`src/rtl/bram_portb_arbiter_if.sv`:
```
// Requester-side bus for one port-B client: request/grant handshake plus the
// one-cycle-later response.
interface bram_portb_arbiter_if #(
    parameter int unsigned AW = 32
);
    logic          req;
    logic          gnt;
    logic [AW-1:0] addr;
    logic          we;
    logic [3:0]    be;
    logic [31:0]   wdata;
    logic          rvalid;
    logic [31:0]   rdata;
    logic          err;

    modport master (
        output req, addr, we, be, wdata,
        input  gnt, rvalid, rdata, err
    );

    modport slave (
        input  req, addr, we, be, wdata,
        output gnt, rvalid, rdata, err
    );
endinterface

```
`src/rtl/bram_portb_arbiter.sv`:
```
// Port-B arbiter for the shared instruction/data BRAM: boot/run mode, round-robin
// between CPU (c) and loader (l), range and IMEM write-protect checks, response routing.
module bram_portb_arbiter #(
    parameter int unsigned AW        = 32,
    parameter int unsigned MEM_BYTES = 32768,
    parameter logic [31:0] IMEM_END  = 32'h0000_5000
) (
    input  logic                  clk,
    input  logic                  rst,
    bram_portb_arbiter_if.slave   c_bus,
    bram_portb_arbiter_if.slave   l_bus,
    input  logic                  boot_done,
    output logic                  run_mode,
    output logic [3:0]            bram_web,
    output logic [AW-1:0]         bram_addrb,
    output logic [31:0]           bram_dib,
    input  logic [31:0]           bram_dob
);
    typedef enum logic [0:0] {StBoot, StRun} state_e;

    state_e        state_q, state_d;
    logic          last_l_q, last_l_d;
    logic          c_rvalid_q, c_rvalid_d, l_rvalid_q, l_rvalid_d;
    logic          c_err_q, c_err_d, l_err_q, l_err_d;
    logic [31:0]   c_hold_q, c_hold_d, l_hold_q, l_hold_d;

    logic          gnt_c, gnt_l, acc_err, sel_we;
    logic [AW-1:0] sel_addr;
    logic [3:0]    sel_be;
    logic [31:0]   sel_wdata, c_rdata_cur, l_rdata_cur;
    logic          in_run;

    assign in_run   = (state_q == StRun);
    assign run_mode = in_run;

    always_comb begin
        state_d = state_q;
        if (state_q == StBoot && boot_done) begin
            state_d = StRun;
        end

        gnt_c = 1'b0;
        gnt_l = 1'b0;
        if (!rst) begin
            if (c_bus.req && in_run && l_bus.req) begin
                // Tie: the side served less recently wins.
                gnt_c = last_l_q;
                gnt_l = !last_l_q;
            end else if (c_bus.req && in_run) begin
                gnt_c = 1'b1;
            end else if (l_bus.req) begin
                gnt_l = 1'b1;
            end
        end

        last_l_d = last_l_q;
        if (gnt_c) last_l_d = 1'b0;
        if (gnt_l) last_l_d = 1'b1;

        sel_addr  = '0;
        sel_we    = 1'b0;
        sel_be    = 4'b0000;
        sel_wdata = 32'h0;
        acc_err   = 1'b0;
        if (gnt_c) begin
            sel_addr  = c_bus.addr;
            sel_we    = c_bus.we;
            sel_be    = c_bus.be;
            sel_wdata = c_bus.wdata;
            acc_err   = (c_bus.addr >= AW'(MEM_BYTES)) ||
                        (in_run && c_bus.we && c_bus.addr < AW'(IMEM_END));
        end else if (gnt_l) begin
            sel_addr  = l_bus.addr;
            sel_we    = l_bus.we;
            sel_be    = l_bus.be;
            sel_wdata = l_bus.wdata;
            acc_err   = (l_bus.addr >= AW'(MEM_BYTES));
        end

        bram_addrb = sel_addr;
        bram_dib   = sel_wdata;
        bram_web   = (sel_we && !acc_err) ? sel_be : 4'b0000;

        // Read data arrives straight from the BRAM in the response cycle and is
        // captured into the hold register so it stays stable afterwards.
        c_rdata_cur = c_rvalid_q ? (c_err_q ? 32'h0 : bram_dob) : c_hold_q;
        l_rdata_cur = l_rvalid_q ? (l_err_q ? 32'h0 : bram_dob) : l_hold_q;

        c_rvalid_d = gnt_c;
        l_rvalid_d = gnt_l;
        c_err_d    = gnt_c ? acc_err : c_err_q;
        l_err_d    = gnt_l ? acc_err : l_err_q;
        c_hold_d   = c_rdata_cur;
        l_hold_d   = l_rdata_cur;
    end

    assign c_bus.gnt    = gnt_c;
    assign l_bus.gnt    = gnt_l;
    assign c_bus.rvalid = c_rvalid_q;
    assign l_bus.rvalid = l_rvalid_q;
    assign c_bus.err    = c_err_q;
    assign l_bus.err    = l_err_q;
    assign c_bus.rdata  = c_rdata_cur;
    assign l_bus.rdata  = l_rdata_cur;

    always_ff @(posedge clk) begin
        if (rst) begin
            state_q    <= StBoot;
            last_l_q   <= 1'b1;
            c_rvalid_q <= 1'b0;
            l_rvalid_q <= 1'b0;
            c_err_q    <= 1'b0;
            l_err_q    <= 1'b0;
            c_hold_q   <= 32'h0;
            l_hold_q   <= 32'h0;
        end else begin
            state_q    <= state_d;
            last_l_q   <= last_l_d;
            c_rvalid_q <= c_rvalid_d;
            l_rvalid_q <= l_rvalid_d;
            c_err_q    <= c_err_d;
            l_err_q    <= l_err_d;
            c_hold_q   <= c_hold_d;
            l_hold_q   <= l_hold_d;
        end
    end
endmodule

```
`src/flat_wrapper.sv`:
```
// flat-port wrapper written by rule: the top's interface ports become plain ports
module bram_portb_arbiter_flat 
#(
    parameter int unsigned AW        = 32,
    parameter int unsigned MEM_BYTES = 32768,
    parameter logic [31:0] IMEM_END  = 32'h0000_5000
)
  (clk, rst, boot_done, run_mode, bram_web, bram_addrb, bram_dib, bram_dob, c_bus_req, c_bus_addr, c_bus_we, c_bus_be, c_bus_wdata, c_bus_gnt, c_bus_rvalid, c_bus_rdata, c_bus_err, l_bus_req, l_bus_addr, l_bus_we, l_bus_be, l_bus_wdata, l_bus_gnt, l_bus_rvalid, l_bus_rdata, l_bus_err);
  bram_portb_arbiter_if #(.AW(AW)) c_bus_i ();
  bram_portb_arbiter_if #(.AW(AW)) l_bus_i ();
  input  logic clk;
  input  logic rst;
  input  logic boot_done;
  output logic run_mode;
  output logic [3:0] bram_web;
  output logic [AW-1:0] bram_addrb;
  output logic [31:0] bram_dib;
  input  logic [31:0] bram_dob;
  input wire logic [$bits(c_bus_i.req)-1:0] c_bus_req;
  input wire logic [$bits(c_bus_i.addr)-1:0] c_bus_addr;
  input wire logic [$bits(c_bus_i.we)-1:0] c_bus_we;
  input wire logic [$bits(c_bus_i.be)-1:0] c_bus_be;
  input wire logic [$bits(c_bus_i.wdata)-1:0] c_bus_wdata;
  output wire logic [$bits(c_bus_i.gnt)-1:0] c_bus_gnt;
  output wire logic [$bits(c_bus_i.rvalid)-1:0] c_bus_rvalid;
  output wire logic [$bits(c_bus_i.rdata)-1:0] c_bus_rdata;
  output wire logic [$bits(c_bus_i.err)-1:0] c_bus_err;
  input wire logic [$bits(l_bus_i.req)-1:0] l_bus_req;
  input wire logic [$bits(l_bus_i.addr)-1:0] l_bus_addr;
  input wire logic [$bits(l_bus_i.we)-1:0] l_bus_we;
  input wire logic [$bits(l_bus_i.be)-1:0] l_bus_be;
  input wire logic [$bits(l_bus_i.wdata)-1:0] l_bus_wdata;
  output wire logic [$bits(l_bus_i.gnt)-1:0] l_bus_gnt;
  output wire logic [$bits(l_bus_i.rvalid)-1:0] l_bus_rvalid;
  output wire logic [$bits(l_bus_i.rdata)-1:0] l_bus_rdata;
  output wire logic [$bits(l_bus_i.err)-1:0] l_bus_err;
  assign c_bus_i.req = c_bus_req;
  assign c_bus_i.addr = c_bus_addr;
  assign c_bus_i.we = c_bus_we;
  assign c_bus_i.be = c_bus_be;
  assign c_bus_i.wdata = c_bus_wdata;
  assign c_bus_gnt = c_bus_i.gnt;
  assign c_bus_rvalid = c_bus_i.rvalid;
  assign c_bus_rdata = c_bus_i.rdata;
  assign c_bus_err = c_bus_i.err;
  assign l_bus_i.req = l_bus_req;
  assign l_bus_i.addr = l_bus_addr;
  assign l_bus_i.we = l_bus_we;
  assign l_bus_i.be = l_bus_be;
  assign l_bus_i.wdata = l_bus_wdata;
  assign l_bus_gnt = l_bus_i.gnt;
  assign l_bus_rvalid = l_bus_i.rvalid;
  assign l_bus_rdata = l_bus_i.rdata;
  assign l_bus_err = l_bus_i.err;
  bram_portb_arbiter #(.AW(AW), .MEM_BYTES(MEM_BYTES), .IMEM_END(IMEM_END)) u_core (.clk(clk), .rst(rst), .c_bus(c_bus_i), .l_bus(l_bus_i), .boot_done(boot_done), .run_mode(run_mode), .bram_web(bram_web), .bram_addrb(bram_addrb), .bram_dib(bram_dib), .bram_dob(bram_dob));
endmodule
```
`config.mk`:
```
export PLATFORM = sky130hd
export DESIGN_NAME = bram_portb_arbiter_flat
export DESIGN_NICKNAME = d
export VERILOG_FILES = /design/src/rtl/bram_portb_arbiter_if.sv /design/src/rtl/bram_portb_arbiter.sv /design/src/flat_wrapper.sv
export SDC_FILE = /design/constraint.sdc
export NUM_CORES = 1
export LEC_CHECK = 0
export CELL_PAD_IN_SITES_DETAIL_PLACEMENT = 1
export CELL_PAD_IN_SITES_GLOBAL_PLACEMENT = 1
export CORE_MARGIN = 3
export CORE_UTILIZATION = 21
export DETAILED_ROUTE_END_ITERATION = 10
export MAX_ROUTING_LAYER = met4
export PLACE_DENSITY_LB_ADDON = 0.15
export SYNTH_ARGS = -nofsm -noshare
export SYNTH_HDL_FRONTEND = slang
export SYNTH_SLANG_ARGS = --single-unit
```
`constraint.sdc`:
```
create_clock -name clk -period 2 [get_ports clk]
set_clock_uncertainty 0.05 [all_clocks]
set_input_delay 0.4 -clock clk [delete_from_list [all_inputs] [get_ports clk]]
set_output_delay 0.4 -clock clk [all_outputs]
set_load 0.005 [all_outputs]
```
==> results of run 1 <==
[worst max-delay path: cells and delay by family]
| kind | cells | cell delay, ns |
|---|---|---|
| buffers and inverters | 5 | 0.80 |
| and+or+nand+nor | 3 | 0.71 |
| AOI/OAI and AO/OA | 1 | 0.07 |
[power breakdown]
part / internal, mW / switching [mW]
registers: 1.45 / 0.0230
logic: 0.777 / 0.490
clock network: 1.13 / 0.617
[cells by family (layout without fill, tap and decap cells)]
group	after synthesis	count (layout)	share of synthesized area [%]
AND/OR/NAND/NOR	160	160	25.86
buffers and inverters	103	504	10.84
flip-flops	70	70	37.37
other	0	4	0
AO/OA/AOI/OAI	140	140	25.93
[cell usage in the layout (no fill, tap or decap), drive strengths merged, types with 2 or more instances in the layout]
cell           count
a22o              64
inv               66
nor2               5
diode              4
nand3b            33
nand3              2
bufinv             2
buf              192
o21ai             67
and3               2
nor3b              2
nand2             33
clkbuf            31
and2              64
clkdlybuf4s50    150
nor4               9
nor3               5
clkdlybuf4s15      7
dfxtp             70
a22oi              4
dlymetal6s2s      18
dlygate4sd2       36
nor2b              3
[metrics by stage]
step / cell area, µm² / setup WS [ns] / setup TNS, ns
after floorplan: 3750 / 0.02433 / 0
after global placement: 7527 / -1.078 / -59.70
after detailed placement: 7527 / -1.094 / -66.39
after CTS: 8222 / -0.4183 / -15.88
after global routing: 8486 / -0.5265 / -18.89
final: 8486 / -0.4337 / -14.52
[path summary, 6_finish.rpt]
path                          to  slack (ns)  cells after the start             from
max                  bram_web[1]       -0.43                      9        c_bus_req
min          u_core.c_bus.rvalid        0.49                      2  u_core.run_mode
max reg2reg     u_core.c_bus.err        0.41                      7  u_core.last_l_q
min reg2reg  u_core.c_bus.rvalid        0.49                      2  u_core.run_mode
[sequential cells by signal, summed over array words and instances, names as in the netlist]
register and flops:
u_core.last_l_q 1, u_core.l_bus.err 1, u_core.c_bus.rvalid 1, u_core.l_bus.rvalid 1
u_core.l_hold_q 32, u_core.c_bus.err 1, u_core.run_mode 1, u_core.c_hold_q 32
[timing repair]
action	4_1_cts	5_1_grt
pin swaps	64	24
buffers inserted	32	18
cloned	8	5
endpoints found under the setup margin	134	99
gates resized for setup	498	104
[layer usage]
metal / up-vias / wire length [µm]
met5: - / 0
met4: 0 / 364
met3: 24 / 1697
met2: 188 / 11940
met1: 2416 / 8226
li1: 2415 / -
[cell type report]
type                       instances  area (µm²)  area share, %
sequential                        70        1409          16.60
timing repair buffer             423        4026          47.45
clock inverter                     5       81.33         0.9584
multi-input combinational        300        2191          25.82
inverter                          65       244.0          2.875
tap                              225       281.5          3.318
clock buffer                      11       242.7          2.861
antenna                            4       10.01         0.1180
==> results.cfg, run 1 <==
[clocking]
clkSlewWorstSetupHoldPaths_ns = 0.06
cts_hold_buf = 0
clock-sinks = 70
cts_root_buf = clkbuf_16
clk_path_buf_depth = 2
cts_buffers = 9
cts_tree = yes
insertion_delay_ns = 0.33
h-tree-depth = 3

[status]
status = finished with violations
violations = setup timing

[sta]
setup_slack_ns = -0.4337
setup_viol = 69
worst_pin_slew_ns = 0.5731
final_hold_viol_count = 0
max_clock_freq_mhz = 410.9
slew_headroom_pct = 61.79
slew_violations = 0
period_share_pct = 121.7
rsz0062_at_grt = yes
whs_ns = 0.4897
period_needed_ns = 2.434

[critical_path]
critPathRequiredTime_ns = 1.55
path_max_fanout = 6
worstSetupStartpointType = input pin
max_stage_delay_ns = 0.30
crit_slowest_cell = nor4_2
critical_path_class = input pin to output pin
critPathMostFrequentCell = buf_6
arrival_ns = 1.98
endpoint_kind = output pin
crit_chain = dlygate4sd2_1, and3_4, nor3b_4, buf_6, buf_8, buf_6, a22oi_1, nor4_2, buf_2

[route]
drt_iter0_drc = 131
vias = 5043
dr.pass1.iters = 4
routed_via_density = 4.572
wl_per_cell_um = 20.15
drc = 0
antenna_left = 0
drt_wl_total_mm = 22.23

[placed_design]
hpwlAfterDp_mm = 16.00
place_congestion = 0.9164
port_buffers = 313
numPlacedInstances = 1030

[power_and_ir_drop]
power_density_nw_per_um2 = 528.2
p_total_mw = 4.482
leakage_nw = 3.862
irDropWorstVdd_mv = 0.4245

[synth]
synthArstFlopShare_pct = 0
syn_area_um2 = 3750
synth.yosys.warnings = 0
syn_area_per_cell_um2 = 7.928
synth_top_area_share_pct = 37.37
ys_top_cells_by_count = 70 x dfxtp_1, 67 x o21ai_0, 65 x inv_1
synth_area_leaders = dfxtp_1 37%, a22o_1 15%, and2_1 11%
synthFlopType = dfxtp_1
synth_edf_count = 0
synth_nets = 648
syn_inst = 473
synth_area_leader_cell = dfxtp_1
ys_types = 31
synth.most_common_cell = dfxtp_1
synth-seq-cells = 70
yosysSeqAreaShare_pct = 37.37

[grt]
grt_pass1_wl_mm = 31.60
grt_use_met3_pct = 7.388
grt_antenna_before_repair = 4
grt_start_max_net_pins = 68
grtUsageMet1_pct = 22.40
met2_usage_pct = 38.68
overflow = 0
busiest_layer = met2
grtUsageTotal_pct = 21.59
first_global_vias = 5466

[floorplanning]
placeableCoreArea_um2 = 17420
die_area_um2 = 19500
io-pin-count = 314
start_util_pct = 21.53
die_h_um = 139.6
rows = 48
die_x_um = 139.6

[layout]
layout-drive-gt1-share_pct = 31.69
layout.cells.non_filler = 1103
nFillCells = 2055
layout.nets = 1044
area_delta_synth_final_pct = 126.3
utilization_pct = 48.72

[flow_run]
max_cap_violations = 0

[min_path]
hp-class = flop to flop
Note: power is estimated with default switching activity, not from simulation.
==> inputs of run 2 (changes only) <==
--- a/config.mk
+++ b/config.mk
@@ -9,6 +9,7 @@
 export CELL_PAD_IN_SITES_GLOBAL_PLACEMENT = 1
 export CORE_MARGIN = 3
 export CORE_UTILIZATION = 21
+export CTS_CLUSTER_SIZE = 8
 export DETAILED_ROUTE_END_ITERATION = 10
 export MAX_ROUTING_LAYER = met4
 export PLACE_DENSITY_LB_ADDON = 0.15
==> results of run 2 <==
No change in the layout: final DEF, timing and power equal those of run 1.
